$ cat config.mk
export PLATFORM = sky130hd
export DESIGN_NAME = cross_bar_master_port
export DESIGN_NICKNAME = d
export VERILOG_FILES = /design/src/rtl/cross_bar_pkg.sv /design/src/rtl/cb_timeout_cnt.sv /design/src/rtl/cross_bar_master_port.sv
export SDC_FILE = /design/constraint.sdc
export NUM_CORES = 1
export LEC_CHECK = 0
export CAP_MARGIN = 25
export CELL_PAD_IN_SITES_DETAIL_PLACEMENT = 2
export CELL_PAD_IN_SITES_GLOBAL_PLACEMENT = 2
export CORE_AREA = 8 8 143 145
export CTS_BUF_LIST = sky130_fd_sc_hd__clkbuf_16
export CTS_CLUSTER_DIAMETER = 40
export CTS_CLUSTER_SIZE = 20
export DETAILED_ROUTE_END_ITERATION = 16
export DIE_AREA = 0 0 151 153
export GPL_TIMING_DRIVEN = 0
export PLACE_DENSITY = 0.82
export SYNTH_ARGS = -nofsm -noshare
export SYNTH_HDL_FRONTEND = slang
export SYNTH_SLANG_ARGS = --single-unit
$ cat constraint.sdc
create_clock -name clk -period 5.4 [get_ports clk]
set_input_delay 0.54 -clock clk [delete_from_list [all_inputs] [get_ports clk]]
set_output_delay 0.54 -clock clk [all_outputs]
set_load 0.02 [all_outputs]
$ cat src/rtl/cross_bar_pkg.sv
// Purpose: shared constants and types for the 4x4 crossbar request/ack fabric.
// Latency: n/a (types and constants only).
// Backpressure: n/a.
package cross_bar_pkg;

  localparam int NUM_MASTERS = 4;
  localparam int NUM_SLAVES  = 4;
  localparam int ADDR_W      = 2;
  localparam int GRANT_W     = 3;

  // Arbiter grant code meaning "no master granted"; masters use 1..NUM_MASTERS.
  localparam logic [GRANT_W-1:0] GRANT_NONE = '0;

  typedef enum logic {
    IDLE = 1'b0,
    WAIT = 1'b1
  } state_t;

endpackage

$ cat src/rtl/cb_timeout_cnt.sv
// Purpose: saturating wait-cycle counter with clear/enable and an expiry flag.
// Latency: expired is decoded from the registered count (no input-to-output path).
// Backpressure: none; TIMEOUT=0 pins the count at 0 and never expires.
//
// Ports:
//   clk, reset_n : clock, asynchronous active-low reset
//   clr          : synchronous clear (wins over en)
//   en           : count one cycle
//   expired      : count has reached TIMEOUT-1
module cb_timeout_cnt #(
  parameter int TIMEOUT = 255
) (
  input  logic clk,
  input  logic reset_n,
  input  logic clr,
  input  logic en,
  output logic expired
);

  localparam int CW = (TIMEOUT < 1) ? 1 : $clog2(TIMEOUT + 1);
  localparam logic [CW-1:0] LIMIT = CW'(TIMEOUT);
  localparam logic [CW-1:0] LAST  = CW'(TIMEOUT - 1);

  logic [CW-1:0] cnt;

  always_ff @(posedge clk or negedge reset_n) begin
    if (!reset_n) begin
      cnt <= '0;
    end else if (TIMEOUT == 0 || clr) begin
      cnt <= '0;
    end else if (en && cnt != LIMIT) begin
      cnt <= cnt + 1'b1;
    end
  end

  assign expired = (TIMEOUT != 0) && (cnt == LAST);

endmodule

$ cat src/rtl/cross_bar_master_port.sv
// Purpose: master-side crossbar port; holds one request toward the addressed slave's arbiter.
// Latency: accept -> xb_req next cycle; qualified slave ack -> master_ack next cycle.
// Backpressure: master_ready low while a transfer is outstanding; master_req ignored then.
//
// Ports:
//   master_*  : master side (req/addr/wr/wdata in; ready/ack/err/rdata out)
//   xb_*      : latched request toward the crossbar arbiters
//   slave_ack : per-slave ack, slave_grant : per-slave 3-bit grant code,
//   slave_rdata : per-slave read data (slice s valid with slave_ack[s])
module cross_bar_master_port
  import cross_bar_pkg::*;
#(
  parameter int MASTER  = 1,
  parameter int DATA_W  = 32,
  parameter int TIMEOUT = 255
) (
  input  logic                         clk,
  input  logic                         reset_n,
  input  logic                         master_req,
  input  logic [ADDR_W-1:0]            master_addr,
  input  logic                         master_wr,
  input  logic [DATA_W-1:0]            master_wdata,
  output logic                         master_ready,
  output logic                         master_ack,
  output logic                         master_err,
  output logic [DATA_W-1:0]            master_rdata,
  output logic                         xb_req,
  output logic [ADDR_W-1:0]            xb_addr,
  output logic                         xb_wr,
  output logic [DATA_W-1:0]            xb_wdata,
  input  logic [NUM_SLAVES-1:0]        slave_ack,
  input  logic [NUM_SLAVES*GRANT_W-1:0] slave_grant,
  input  logic [NUM_SLAVES*DATA_W-1:0] slave_rdata
);

  localparam logic [GRANT_W-1:0] MY_GRANT = GRANT_W'(MASTER);

  state_t              state;
  logic                sel_ack;
  logic [GRANT_W-1:0]  sel_grant;
  logic [DATA_W-1:0]   sel_rdata;
  logic                complete;
  logic                expired;
  logic                timed_out;
  logic                accept;

  // Select the addressed slave's ack/grant/rdata using the latched index only.
  always_comb begin
    sel_ack   = 1'b0;
    sel_grant = GRANT_NONE;
    sel_rdata = '0;
    for (int s = 0; s < NUM_SLAVES; s++) begin
      if (xb_addr == ADDR_W'(s)) begin
        sel_ack   = slave_ack[s];
        sel_grant = slave_grant[s*GRANT_W +: GRANT_W];
        sel_rdata = slave_rdata[s*DATA_W +: DATA_W];
      end
    end
  end

  assign accept    = (state == IDLE) && master_req;
  // An ack only counts when the slave's arbiter is currently granting us.
  assign complete  = (state == WAIT) && sel_ack && (sel_grant == MY_GRANT);
  // Completion takes priority over a timeout landing in the same cycle.
  assign timed_out = (state == WAIT) && expired && !complete;

  cb_timeout_cnt #(
    .TIMEOUT (TIMEOUT)
  ) u_timeout (
    .clk     (clk),
    .reset_n (reset_n),
    .clr     (accept),
    .en      (complete ? 1'b0 : (state == WAIT)),
    .expired (expired)
  );

  always_ff @(posedge clk or negedge reset_n) begin
    if (!reset_n) begin
      state        <= IDLE;
      master_ack   <= 1'b0;
      master_err   <= 1'b0;
      master_rdata <= '0;
      xb_addr      <= '0;
      xb_wr        <= 1'b0;
      xb_wdata     <= '0;
    end else begin
      master_ack <= 1'b0;
      master_err <= 1'b0;
      unique case (state)
        IDLE: begin
          if (master_req) begin
            xb_addr  <= master_addr;
            xb_wr    <= master_wr;
            xb_wdata <= master_wdata;
            state    <= WAIT;
          end
        end
        WAIT: begin
          if (complete) begin
            state      <= IDLE;
            master_ack <= 1'b1;
            if (!xb_wr) begin
              master_rdata <= sel_rdata;
            end
          end else if (timed_out) begin
            state      <= IDLE;
            master_ack <= 1'b1;
            master_err <= 1'b1;
          end
        end
        default: state <= IDLE;
      endcase
    end
  end

  // Decoded from state so reset drops xb_req without waiting for a clock.
  assign master_ready = (state == IDLE);
  assign xb_req       = (state == WAIT);

endmodule

# Word-level counts from Yosys, hierarchy flattened
# Index checks and enable logic that the tools add are counted.
dict set report classes {
  n_addsub 1
  eq_ne 6
  muxes 24
  bitwise_logic 2
  n_reduce_logical 11
}
# op n
set ops {}
lappend ops {{two-way mux 32 bit} 4}
lappend ops {{two-way mux 8 bit} 2}
lappend ops {{two-way mux 1 bit} 13}
lappend ops {{two-way mux 3 bit} 4}
lappend ops {{adder 8 x 1 -> 8 bit (second input constant)} 1}
lappend ops {{== test 8 bit (second input constant)} 1}
lappend ops {{inequality test 8 bit (second input constant)} 1}
lappend ops {{logical AND 1 bit} 6}
lappend ops {{== test 2 bit (second input constant)} 2}
lappend ops {{== test 3 x 1 -> 1 bit (second input constant)} 1}
lappend ops {{AND reduction 3 bit} 1}
lappend ops {{== test 2 x 1 -> 1 bit (second input constant)} 1}
lappend ops {{zero test 2 bit} 1}
lappend ops {{inverter 1 bit} 2}
lappend ops {{case mux 1 bit (2 select lines)} 1}
lappend ops {{AND reduction 2 bit} 1}
lappend ops {{nonzero test 2 bit} 1}
lappend ops {{zero test 1 bit} 1}
dict set report totals {
  regBits 78
  inputBits 182
  output_inout_bits 71
  wordCells 52
}

# Logic depth before layout (Yosys ltp)
dict set report depth {
  word_depth 12
  mapped_depth 8
  mapped_depth_nobuf 5
}

# By module
# A second synthesis with hierarchy kept.
dict set report hier_totals {
  hier_cells 259
  hier_area_um2 4107.7
}
# mod instances cells_per_inst area_each_um2 seq_area_each_um2
set modules_own_cells {}
lappend modules_own_cells {cross_bar_master_port 1 206 3612.2 1751.7}
lappend modules_own_cells {cb_timeout_cnt 1 53 495.5 200.2}

# Worst setup path before layout
# OpenSTA, ideal clock, no wires.
dict set report synth_path {
  kind {reg-to-reg}
  start {register xb_addr[1]}
  end {register master_rdata[10]}
  setup_time_ns 0.125
  arrival_ns 2.105
  required_ns 5.275
  path_slack_ns 3.170
  path_stages_with_launch 9
  n_path_buf 3
  period_less_slack_ns 2.230
  path_cell_list {dfrtp_1 > buf_4 > nand4b_1 > or3_1 > a311oi_2 > and2b_1 > buf_6 > buf_12 > mux2_4}
}
dict set report synth_via {
  elab_chain_len 8
  elab_cells_between_ends 20
  classes_between {4 x eq/ne; 12 x mux; 4 x reduce/logical}
}
# element line_no
set synth_rtl {}
lappend synth_rtl {{start: declaration} cross_bar_master_port.sv:28} ;# output logic [ADDR_W-1:0] xb_addr,
lappend synth_rtl {{start signal: assignment} cross_bar_master_port.sv:92} ;# xb_addr <= master_addr;
lappend synth_rtl {{zero test 2 bit} cross_bar_master_port.sv:53} ;# if (xb_addr == ADDR_W'(s)) begin
lappend synth_rtl {{two-way mux 3 bit or two-way mux 1 bit (tied branches) (4 in series)} cross_bar_master_port.sv:53}
lappend synth_rtl {{== test 3 x 1 -> 1 bit or logical AND 1 bit (tied branches)} cross_bar_master_port.sv:63} ;# assign complete = (state == WAIT) && sel_ack && (sel_grant == MY_GRANT);
lappend synth_rtl {{logical AND 1 bit} cross_bar_master_port.sv:63}
lappend synth_rtl {{AND reduction 3 bit (no source line)} -}
lappend synth_rtl {{end signal: assignment} cross_bar_master_port.sv:103} ;# master_rdata <= sel_rdata;
lappend synth_rtl {{end: declaration} cross_bar_master_port.sv:26} ;# output logic [DATA_W-1:0] master_rdata,
# Several ways; a longest one is shown, not always the timed one.
# A chain may end at the register's enable or synchronous reset.

# Worst setup path in the final report
dict set report layout_path {
  start {input slave_ack[2]}
  end {register master_rdata[31]}
}
dict set report layout_via {
  elab_chain_len 5
}
# element line_no
set layout_rtl {}
lappend layout_rtl {{start: declaration} cross_bar_master_port.sv:31} ;# input logic [NUM_SLAVES-1:0] slave_ack,
lappend layout_rtl {{two-way mux 1 bit (2 in series)} cross_bar_master_port.sv:53}
lappend layout_rtl {{logical AND 1 bit (2 in series)} cross_bar_master_port.sv:63}
lappend layout_rtl {{AND reduction 3 bit (no source line)} -}
# No other way between the ends.

==> impl_metrics.yaml <==
sta:
  drv_slew: 0
  fin_crit_ps: 2626
  holdWs_ps: 177.9
  fmax_mhz: 380.8
  setup_tns_ps: 0
  rsz0062_at_grt: "false"
  fin_skew_ps: 7.881
  period_share_pct: 48.64
  maxSlewHeadroom_pct: 39.22
  setup_viol: 0
  hold_viol: 0
  layout_setup_ws_ps: 2774
  tightest_slew_ps: 911.7
yosys:
  yosys_warnings: 0
  yosys-top-cells-count: "nand2_1, dfrtp_1, mux4_2, mux2_4, clkbuf_1"
  post-synth-top-count-cell: "nand2_1"
  async_flop_share_pct: 100.0
  syn-num-nets: 514
  yosysTopAreaCellShare_pct: 47.76
  yosysUniqueCellTypes: 37
  avgSynthCellArea_um2: 12.38
  ys_top_cells_by_area: "dfrtp_1, mux4_2, mux2_4"
  yosys.area.top_type: "dfrtp_1"
  synthFlopType: "dfrtp_1"
  synth_edf_count: 0
  synthesis.area_um2: 4086
  ys_seq_area_share_pct: 47.76
  syn_inst: 330
  synth_seq_cells: 78
power_and_ir_drop:
  power_mw: 3.613
  p_leak_nw: 3.057
  p_per_area_nw_per_um2: 500.2
  vdd_drop_max_uv: 248.1
worst_setup_path:
  crit_buf_inv: 3
  worst-path-max-fanout: 10
  slowest_stage: "clkdlybuf4s50_1"
  worstPathCellList: "clkdlybuf4s50_1 -> nand4b_1 -> or3_1 -> a311oi_2 -> and2b_1 -> buf_6 -> buf_12 -> mux2_4"
  cp_top_family: "buffers and inverters"
  critical-path-max-stage-delay_ps: 480
  worst_ep_required_time_ps: 5610
  end_kind: "register"
  arrival_ps: 2840
  path_class: "in -> reg"
  start_kind: "primary input"
final_layout:
  regArea_um2: 1952
  multiInputGateArea_um2: 1988
  fin_area_um2: 7223
  syn_to_final_growth_pct: 76.76
  layout.nets: 778
  drive_gt1_share_pct: 14.69
  fill_cells: 1909
placement:
  place_hpwl_um: 15800
  preCtsSetupSlack_ps: 2368
  port-buffer-count: 252
  placed_cell_area_um2: 6927
  gp_congestion: 0.8140
global_routing:
  first_global_vias: 4615
  use_met2_pct: 28.22
  overflow: 0
  met1_usage_pct: 17.33
  use_met3_pct: 7.174
  antenna_found_initial: 3
  grt_max_degree: 43
  grt_first_pass_wirelength_um: 28520
  top_usage_layer: "met2"
  grt_usage_pct: 16.43
cts:
  clockBufferDepth: 2
  clkTransAtPathRegs_ps: 60
  root_buffer: "clkbuf_16"
  cts_tree: "done"
  cts_inserted_buffers: 9
  clk_latency_ps: 340
  htreeDepth: 3
  holdBufCountCts: 0
  post_cts_buffers: 0
  ctsResizeCount: 0
  cts.sinks: 78
drt:
  wl_um: 19110
  ant_nets: 0
  first_pass_iters: 4
  drc: 0
  wire_per_inst_um: 22.89
  vias: 3820
  drt_iter0_drc: 101
  vias_per_cell: 4.575
die:
  die_h_um: 153
  start_util_pct: 22.37
  placement_rows: 50
  ios: 253
  fp.coreArea_um2: 18270
  die_area_um2: 23100
  die_x_um: 151
hold_path:
  min_path_type: "in -> async"
status:
  outcome: "finished clean"
run:
  cap_violations: 0
worst paths after layout:
kind                                          start                           end  slack (ps)  depth (start not counted)
max                                    slave_ack[2]  master_rdata[31]$_DFFE_PN0P_        2770                          8
min                                         reset_n  master_rdata[11]$_DFFE_PN0P_         180                          1
max reg2reg                  xb_addr[1]$_DFFE_PN0P_  master_rdata[31]$_DFFE_PN0P_        2800                          8
min reg2reg                xb_wdata[19]$_DFFE_PN0P_      xb_wdata[19]$_DFFE_PN0P_         480                          2
max in group asynchronous                   reset_n      xb_wdata[13]$_DFFE_PN0P_        4600                          2
min in group clk           xb_wdata[19]$_DFFE_PN0P_      xb_wdata[19]$_DFFE_PN0P_         480                          2
logic make-up after synthesis:
kind of cell,after synthesis,share of synthesized area [%]
mux,71,30.92
flops,78,47.76
compound gates,7,1.592
simple gates,150,15.52
fa+ha+maj,2,0.6123
buf+inv,22,3.582
layout by cell type, fill, tap and decap left out, types with 4 or more instances in the layout:
cell             instances
mux2i_1                  7
dfrtp_1                 78
nand4_1                  5
clkbuf_16                9
nand3_1                  4
nand2_1                119
mux4_2                  32
clkdlybuf4s50_1        251
mux2_4                  30
clkbuf_1                12
nor2_1                   5
power by group:
part           leakage, nW  switching [mW]  total, mW  internal (mW)
clock network        0.139           0.254      0.609          0.355
registers            0.968           0.173       1.02          0.849
logic                 1.95           0.942       1.98           1.04
stage by stage:
stage               utilization [%]  cells
floorplan                         -    330
finish                        39.54    835
detailed placement            37.92    817
CTS                           39.51    833
global route                  39.54    835
global placement              37.78    816
final cells by class:
cell class,count,share of cell area (%)
clock inverters,7,0.9181
clock buffers,9,3.118
multi-input cells,230,27.52
repair buffers,253,35.27
diodes,2,0.06929
plain buffers,20,1.923
inverters,2,0.1039
flip-flops and latches,78,27.02
well taps,234,4.053
worst register-to-register path, stage by stage (launching register included):
cell and delay (ps):
dfrtp_1 410, buf_4 200, nor4b_1 420, nor2_1 180, a311oi_2 460, and2b_1 200
buf_6 150, buf_12 160, mux2_4 320
state kept, by name (all words and copies together) (netlist names):
| signal | cells |
|---|---|
| xb_wdata | 32 |
| xb_wr | 1 |
| u_timeout.cnt | 8 |
| master_ack | 1 |
| xb_req | 1 |
| master_err | 1 |
| master_rdata | 32 |
| xb_addr | 2 |
metal layers:
| layer | share of wire, % | wire [µm] | vias up |
|---|---|---|---|
| met4 | 2.2 | 428 | 2 |
| met5 | 0.084 | 16 | - |
| met3 | 12 | 2212 | 28 |
| met2 | 49 | 9367 | 194 |
| met1 | 37 | 7088 | 1905 |
| li1 | - | - | 1691 |
Power figures use the tool's default switching activity.
